===== src/rtl/id_instr_assembler.sv =====
// IF/ID buffer: joins an opcode word and its trailing 16-bit immediate word into one decode packet.
// Latency: 1 cycle from the last word of an instruction to out_valid; a two-word instruction emits nothing after its first word.
// Backpressure: stall freezes all state and outputs and ignores fetch; flush overrides stall and emits a bubble.
// Build option: define ID_IMM_SEXT_EN to sign-extend the immediate (default build zero-extends it).
module id_instr_assembler #(
    parameter int                         OPC_MSB       = 15,
    parameter int                         OPC_LSB       = 11,
    parameter logic [OPC_MSB-OPC_LSB:0]   IMM_OPC_MASK  = 5'b11000,
    parameter logic [OPC_MSB-OPC_LSB:0]   IMM_OPC_MATCH = 5'b11000
) (
    input  logic        clk,
    input  logic        rst,
    input  logic        in_valid,
    input  logic [15:0] in_instr,
    input  logic [31:0] in_pc,
    input  logic        stall,
    input  logic        flush,
    output logic        out_valid,
    output logic [15:0] out_instr,
    output logic [31:0] out_imm,
    output logic        out_has_imm,
    output logic [31:0] out_pc,
    output logic        imm_pending
);

    typedef enum logic {
        S_FIRST = 1'b0,
        S_IMM   = 1'b1
    } state_t;

    state_t      state;
    logic [15:0] hold_instr;
    logic [31:0] hold_pc;
    logic        needs_imm;
    logic [31:0] imm_ext;

    // Opcode classification of the incoming word; only meaningful when the FSM expects a first word.
    always_comb begin
        needs_imm = ((in_instr[OPC_MSB:OPC_LSB] & IMM_OPC_MASK) == IMM_OPC_MATCH);
    end

    // Widen the immediate word to 32 bits for decode.
    always_comb begin
`ifdef ID_IMM_SEXT_EN
        imm_ext = {{16{in_instr[15]}}, in_instr};
`else
        imm_ext = {16'b0, in_instr};
`endif
    end

    // Decode must not redirect a branch while half of an instruction is buffered here.
    assign imm_pending = (state == S_IMM);

    // Assembly FSM with registered decode outputs; priority is reset, flush, stall, then normal flow.
    always_ff @(posedge clk) begin
        if (rst) begin
            state       <= S_FIRST;
            hold_instr  <= '0;
            hold_pc     <= '0;
            out_valid   <= 1'b0;
            out_instr   <= '0;
            out_imm     <= '0;
            out_has_imm <= 1'b0;
            out_pc      <= '0;
        end else if (flush) begin
            // Any partial pair is dropped along with the word presented this cycle.
            state       <= S_FIRST;
            hold_instr  <= '0;
            hold_pc     <= '0;
            out_valid   <= 1'b0;
            out_instr   <= '0;
            out_imm     <= '0;
            out_has_imm <= 1'b0;
            out_pc      <= '0;
        end else if (!stall) begin
            case (state)
                S_FIRST: begin
                    if (in_valid && needs_imm) begin
                        // Park the opcode word until its immediate arrives.
                        hold_instr <= in_instr;
                        hold_pc    <= in_pc;
                        out_valid  <= 1'b0;
                        state      <= S_IMM;
                    end else if (in_valid) begin
                        out_valid   <= 1'b1;
                        out_instr   <= in_instr;
                        out_imm     <= '0;
                        out_has_imm <= 1'b0;
                        out_pc      <= in_pc;
                    end else begin
                        out_valid   <= 1'b0;
                        out_instr   <= '0;
                        out_imm     <= '0;
                        out_has_imm <= 1'b0;
                        out_pc      <= '0;
                    end
                end
                S_IMM: begin
                    if (in_valid) begin
                        // Second word is pure data; it is never examined as an opcode.
                        out_valid   <= 1'b1;
                        out_instr   <= hold_instr;
                        out_imm     <= imm_ext;
                        out_has_imm <= 1'b1;
                        out_pc      <= hold_pc;
                        state       <= S_FIRST;
                    end else begin
                        out_valid <= 1'b0;
                    end
                end
                default: begin
                    state     <= S_FIRST;
                    out_valid <= 1'b0;
                end
            endcase
        end
    end

endmodule


===== config.mk =====
export PLATFORM = sky130hd
export DESIGN_NAME = id_instr_assembler
export DESIGN_NICKNAME = d
export VERILOG_FILES = /design/src/rtl/id_instr_assembler.sv
export SDC_FILE = /design/constraint.sdc
export NUM_CORES = 1
export LEC_CHECK = 0
export CAP_MARGIN = 40
export CORE_MARGIN = 2
export CORE_UTILIZATION = 25
export CTS_BUF_LIST = sky130_fd_sc_hd__clkbuf_4 sky130_fd_sc_hd__clkbuf_8 sky130_fd_sc_hd__clkbuf_16
export DETAILED_ROUTE_END_ITERATION = 8
export GPL_TIMING_DRIVEN = 0
export PLACE_DENSITY = 0.58
export REMOVE_ABC_BUFFERS = 1
export SETUP_SLACK_MARGIN = 0.4
export SLEW_MARGIN = 20
export SYNTH_ARGS = -nofsm -noshare
export SYNTH_HDL_FRONTEND = slang
export SYNTH_SLANG_ARGS = --single-unit

===== constraint.sdc =====
create_clock -name clk -period 2.25 [get_ports clk]
set_clock_uncertainty 0.1 [all_clocks]
set_input_delay 0.5625 -clock clk [delete_from_list [all_inputs] [get_ports clk]]
set_output_delay 0.5625 -clock clk [all_outputs]
set_load 0.02 [all_outputs]

==> results of run 1 <==
-- what timing repair did --
| item | 4_1_cts | 5_1_grt |
|---|---|---|
| setup endpoints to repair | 180 | 79 |
| pin swaps | 6 | 11 |
| gates cloned | 4 | 6 |
| setup buffers | 12 | 5 |
| resized for setup | 84 | 28 |
-- worst max path at each step --
stage,from,to
floorplan,imm_pending,out_instr[0]
CTS,imm_pending,imm_pending
detailed placement,in_instr[14],out_pc[13]
global placement,in_valid,hold_pc[16]
finish,imm_pending,hold_pc[23]
global route,in_valid,out_pc[5]
-- layer usage --
layer  wire, um  track usage (%)
met5          0                0
met4        205             4.71
met3       1180             4.17
met2       8700             25.9
met1       9000             22.0
-- power groups by stage --
stage	Clock, mW	Combinational, mW	Sequential (mW)
after floorplan	0	0.228	2.21
after global placement	0	0.589	2.17
after detailed placement	0	0.636	2.16
after CTS	2.80	0.671	2.10
after global routing	2.87	0.760	2.11
final	2.73	0.709	2.11
-- cell type report --
class                   instances  area (um^2)
fillers                      2095        12800
multi-input cells             422         2590
flip-flops and latches        115         2310
repair buffers                156         1680
clock buffers                  22          488
well taps                     270          338
clock inverters                10          105
inverters                       1         16.3
-- critical path, delay by kind of cell (launching register included) --
kind            cells  cell delay (ps)
simple gates        1              250
flops               1              360
compound gates      2              190
buf+inv             5              780
-- cells by family after synthesis --
group / share of synthesized area (%)
buffers and inverters: 9.47
other: 0.0722
flip-flops: 44.3
AND/OR/NAND/NOR: 18.6
AO/OA/AOI/OAI: 27.5
-- metrics by stage --
step,instances,setup TNS [ps],setup slack (ps)
after global placement,922,-712900,-6570
after CTS,985,0,329
after global routing,996,0,358
after floorplan,533,-223760,-2150
after detailed placement,937,-45570,-661
final,996,0,431
-- placed cells by master, fill, tap and decap left out, types with 3 or more instances in the layout --
cell type,n
dfxtp_1,114
dlygate4sd2_1,66
a21oi_1,63
nand2_1,51
nand3b_1,48
clkdlybuf4s50_1,48
a311oi_1,47
nand3_1,47
a31oi_1,45
o21ai_0,38
clkbuf_16,20
conb_1,16
o31ai_1,15
nand4_1,15
buf_4,15
o21ai_2,6
clkinv_2,6
buf_8,6
o21ai_1,5
buf_12,5
clkbuf_8,4
buf_6,4
buf_16,4
nor2_1,3
-- registers in the layout (all words and copies together), names as in the netlist --
| signal | cells |
|---|---|
| hold_pc | 32 |
| out_pc | 32 |
| hold_instr | 16 |
| out_imm | 16 |
| out_instr | 16 |
| imm_pending | 1 |
| out_has_imm | 1 |
| out_valid | 1 |
==> flow_summary.json, run 1 <==
{
  "status": "finished, final reports clean",
  "p_total_mw": 5.55,
  "peakVddDrop_uv": 440,
  "yosys.area.top_type": "dfxtp_1",
  "synth_seq_cells": 115,
  "port_buffers": 119,
  "cpMostUsedCell": "buf_12",
  "fp-row-count": 52,
  "syn_inst": 615,
  "yosys.area.top_type_share_pct": 44.3,
  "dieArea_mm2": 0.0219,
  "synth_cell_types": 29,
  "gp_congestion": 0.671,
  "clock_path_buffers": 2,
  "internal-power_mw": 4.12,
  "cts_tree": "yes",
  "vias": 5218,
  "synth-async-reset-ratio_pct": 0,
  "period_needed_ps": 1820,
  "dr.first_iter.drc_count": 285,
  "hold_viol": 0,
  "holdWs_ps": 358,
  "numCtsBuffers": 17,
  "fin_util_pct": 37.1,
  "slowest_delay_ps": 360,
  "grt_setup_unrepaired": "yes",
  "hp-class": "reg -> reg",
  "ff2ff_path_depth": 8,
  "r2r_start": "imm_pending",
  "cts.sinks": 115,
  "crit_fanout": 8,
  "crit_chain": "buf_16, nand4b_1, buf_8, buf_12, buf_12, clkbuf_16, o21ai_4, a21oi_1",
  "synthMostInstantiatedCell": "dfxtp_1",
  "finalSetupViolations": 0,
  "synth_area_per_cell_um2": 8.44,
  "drv_cap": 0,
  "die_h_um": 148,
  "drv_slew": 0,
  "hp-start": "hold_pc[16]",
  "drt-pass1-iter-count": 5,
  "antenna_found_initial": 0,
  "place_area_mm2": 0.00657,
  "grt_overflow_total": 0,
  "root_buffer": "clkbuf_16",
  "core_area_mm2": 0.0203,
  "relSlewSlack_pct": 58.3,
  "whs_endpoint": "hold_pc[16]",
  "worstMarginPinSlew_ps": 626,
  "max_freq_mhz": 550,
  "ys_seq_area_share_pct": 44.3,
  "synthTopCellsByCount": "dfxtp_1 (115), a21oi_1 (64), nand2_1 (51)",
  "yosysWarnings": 0,
  "die_w_um": 148,
  "power_leakage_nw": 2.75,
  "drc": 0,
  "hpwl_um": 9370,
  "cts_hold_buf": 0,
  "p_per_area_mw_per_mm2": 738,
  "arrival_ps": 2000,
  "synth_edf_count": 0,
  "grt_use_total_pct": 16.3,
  "cp.required_ps": 2430,
  "diodes": 0,
  "synth_area_mm2": 0.00519,
  "seq_power_share_pct": 38.0,
  "grt_pass1_wl_um": 28200,
  "ios": 136,
  "min_period_over_period_pct": 80.9,
  "r2r_slack_ps": 430,
  "grt_max_degree": 70,
  "swShare_pct": 25.7,
  "via_per_inst": 5.24,
  "slowest_stage": "dfxtp_4",
  "synthFlopType": "dfxtp_1",
  "routedWlPerCell_um": 19.2,
  "critical_path_class": "reg -> reg",
  "hold_depth": 2,
  "drive_gt1_share_pct": 13.2,
  "clockPowerShare_pct": 49.3,
  "start_kind": "register",
  "start_util_pct": 25.6,
  "ant_nets": 0,
  "p_comb_share_pct": 12.8,
  "clk_pin_slew_ps": 60,
  "clkLatencyLatePin_ps": 410,
  "grt_pass1_vias": 4954,
  "syn2layout_area_growth_pct": 44.8,
  "htreeDepth": 4,
  "r2r_end": "hold_pc[23]",
  "power.net_switching_mw": 1.43,
  "netlist_top_cells_area": "dfxtp_1 (44%), a311oi_1 (7.9%), nand3b_1 (6.9%), a21oi_1 (6.2%), a31oi_1 (5.7%)",
  "fin_nets": 766,
  "totalWireLength_um": 19100,
  "finalInstanceArea_mm2": 0.00752,
  "end_kind": "register"
}
Power figures use the tool's default switching activity.
==> run 2: changes to the inputs <==
--- a/config.mk
+++ b/config.mk
@@ -11,7 +11,7 @@
 export CTS_BUF_LIST = sky130_fd_sc_hd__clkbuf_4 sky130_fd_sc_hd__clkbuf_8 sky130_fd_sc_hd__clkbuf_16
 export DETAILED_ROUTE_END_ITERATION = 8
 export GPL_TIMING_DRIVEN = 0
-export PLACE_DENSITY = 0.58
+export PLACE_DENSITY = 0.59
 export REMOVE_ABC_BUFFERS = 1
 export SETUP_SLACK_MARGIN = 0.4
 export SLEW_MARGIN = 20
==> constraint.sdc (replaced) <==
create_clock -name clk -period 1.5 [get_ports clk]
set_clock_uncertainty 0.1 [all_clocks]
set_input_delay 0.375 -clock clk [delete_from_list [all_inputs] [get_ports clk]]
set_output_delay 0.375 -clock clk [all_outputs]
set_load 0.02 [all_outputs]
==> run 2 against run 1 <==
Effect of this change:
- the flow now finishes with violations (negative setup slack)
- cell area rose by 18%
- die area did not move
- via count rose by 5.9%
- clock-buffer cell count did not move
- register-to-register slack got worse by 630 ps
- maximum frequency rose by 7.2%
- global-route usage rose by 2.1 points
- clock power rose by 55%
- wire length rose by 10%
- sequential power rose by 51%
- worst setup slack got worse by 630 ps
- critical path type unchanged
==> flow_summary.json, run 2 (synthesized netlist as in run 1, its figures left out) <==
{
  "grt_setup_unrepaired": "yes",
  "dieArea_mm2": 0.0219,
  "drv_cap": 0,
  "layout.area.seq_mm2": 0.00239,
  "failed_checks": "negative setup slack",
  "syn2layout_area_growth_pct": 71.4,
  "period_needed_ps": 1700,
  "drc": 0,
  "core_area_mm2": 0.0203,
  "clk_pin_slew_ps": 50,
  "finalInstanceArea_mm2": 0.00890,
  "clock_path_buffers": 2,
  "drive_gt1_share_pct": 42.1,
  "finalSetupViolations": 99,
  "drt-pass1-iter-count": 5,
  "min_period_over_period_pct": 113,
  "drv_slew": 0,
  "grt_use_met2_pct": 29.5,
  "slowest_delay_ps": 370,
  "layout_commonest_cell": "buf_6",
  "clkLatencyLatePin_ps": 410,
  "status": "finished, violations left",
  "vias": 5526,
  "fp-row-count": 52,
  "root_buffer": "clkbuf_16",
  "diodes": 0,
  "max_freq_mhz": 589,
  "gp_congestion": 0.662,
  "die_h_um": 148,
  "p_per_area_mw_per_mm2": 991,
  "hp-class": "in -> reg",
  "cts_tree": "yes",
  "crit_chain": "nand4b_1, buf_8, buf_8, buf_12, buf_12, a31oi_2, a311oi_2",
  "place_area_mm2": 0.00662,
  "cts.sinks": 115,
  "fillers": 1964,
  "grtUsageMet1_pct": 24.5,
  "totalWireLength_um": 21100,
  "dr.first_iter.drc_count": 281,
  "final_cell_mix": "buf_6 (76), dfxtp_2 (64), a21oi_1 (62)",
  "ios": 136,
  "r2r_slack_ps": -200,
  "power_leakage_nw": 3.13,
  "slowest_stage": "dfxtp_4",
  "fin_tns_setup_ps": -10080,
  "die_w_um": 148,
  "critical_path_class": "reg -> reg",
  "grtUsageMet3_pct": 5.09,
  "cp.required_ps": 1680,
  "routedWlPerCell_um": 20.1,
  "reg_top3": "hold_pc: 32 flops, out_pc: 32 flops",
  "end_kind": "register",
  "layout_setup_ws_ps": -198,
  "grt_overflow_total": 0,
  "place_ws_ps": -1500,
  "cts_hold_buf": 0,
  "port_buffers": 119,
  "hold_viol": 0,
  "grt_use_total_pct": 18.4,
  "start_kind": "register",
  "via_per_inst": 5.26,
  "cp_num_buf_inv": 4,
  "peakVddDrop_uv": 725,
  "start_util_pct": 25.6,
  "ant_nets": 0,
  "grt_pass1_vias": 5195,
  "antenna_found_initial": 0,
  "numCtsBuffers": 17,
  "grt_max_degree": 67,
  "fin_nets": 821,
  "p_total_mw": 8.81,
  "arrival_ps": 1880,
  "grt_pass1_wl_um": 31000,
  "crit_fanout": 9,
  "holdWs_ps": 282,
  "hpwl_um": 10100,
  "htreeDepth": 4,
  "cp_top_family": "buffers and inverters",
  "multi_input_area_mm2": 0.00292,
  "gr-max-usage-layer": "met2"
}
run 2: routing by layer:
layer  vias up  routed length, um
met1      2728               9410
met3        20               1280
met2       180              10100
met5         -                  0
met4         0                266
li1       2598                  -
run 2: worst paths after layout:
check	startpoint	endpoint	cells past startpoint
setup reg to reg	imm_pending	out_pc[1]	7
hold reg to reg	hold_pc[2]	hold_pc[2]	2
setup / recovery	imm_pending	out_pc[1]	7
hold / removal	in_valid	out_imm[5]	3
run 2: area by class of cell:
cell class | count | area share [%]
Multi-Input combinational cell | 419 | 32.8
Clock buffer | 22 | 5.48
Clock inverter | 9 | 1.43
Sequential cell | 115 | 26.9
Inverter | 1 | 0.127
Timing Repair Buffer | 214 | 29.4
Tap cell | 270 | 3.80
run 2: timing repair:
action / in CTS / in global routing
cloned: 12 / 2
buffers inserted: 45 / 19
resized for setup: 539 / 77
pin swaps: 31 / 16
endpoints found under the setup margin: 182 / 181
run 2: tightest hold or removal path, stage by stage:
cell	delay, ps
buf_6	170
nand4_1	120
a21oi_1	60
run 2: stage by stage:
step,utilization (%),std cells
6_report,43.8,1050
5_1_grt,43.8,1050
4_1_cts,40.8,1029
3_5_place_dp,32.6,941
3_3_place_gp,31.0,922
2_1_floorplan,-,533
run 2: where the power goes:
group | internal [mW] | switching, mW
registers | 3.13 | 0.0533
clock network | 2.79 | 1.45
logic | 0.659 | 0.729
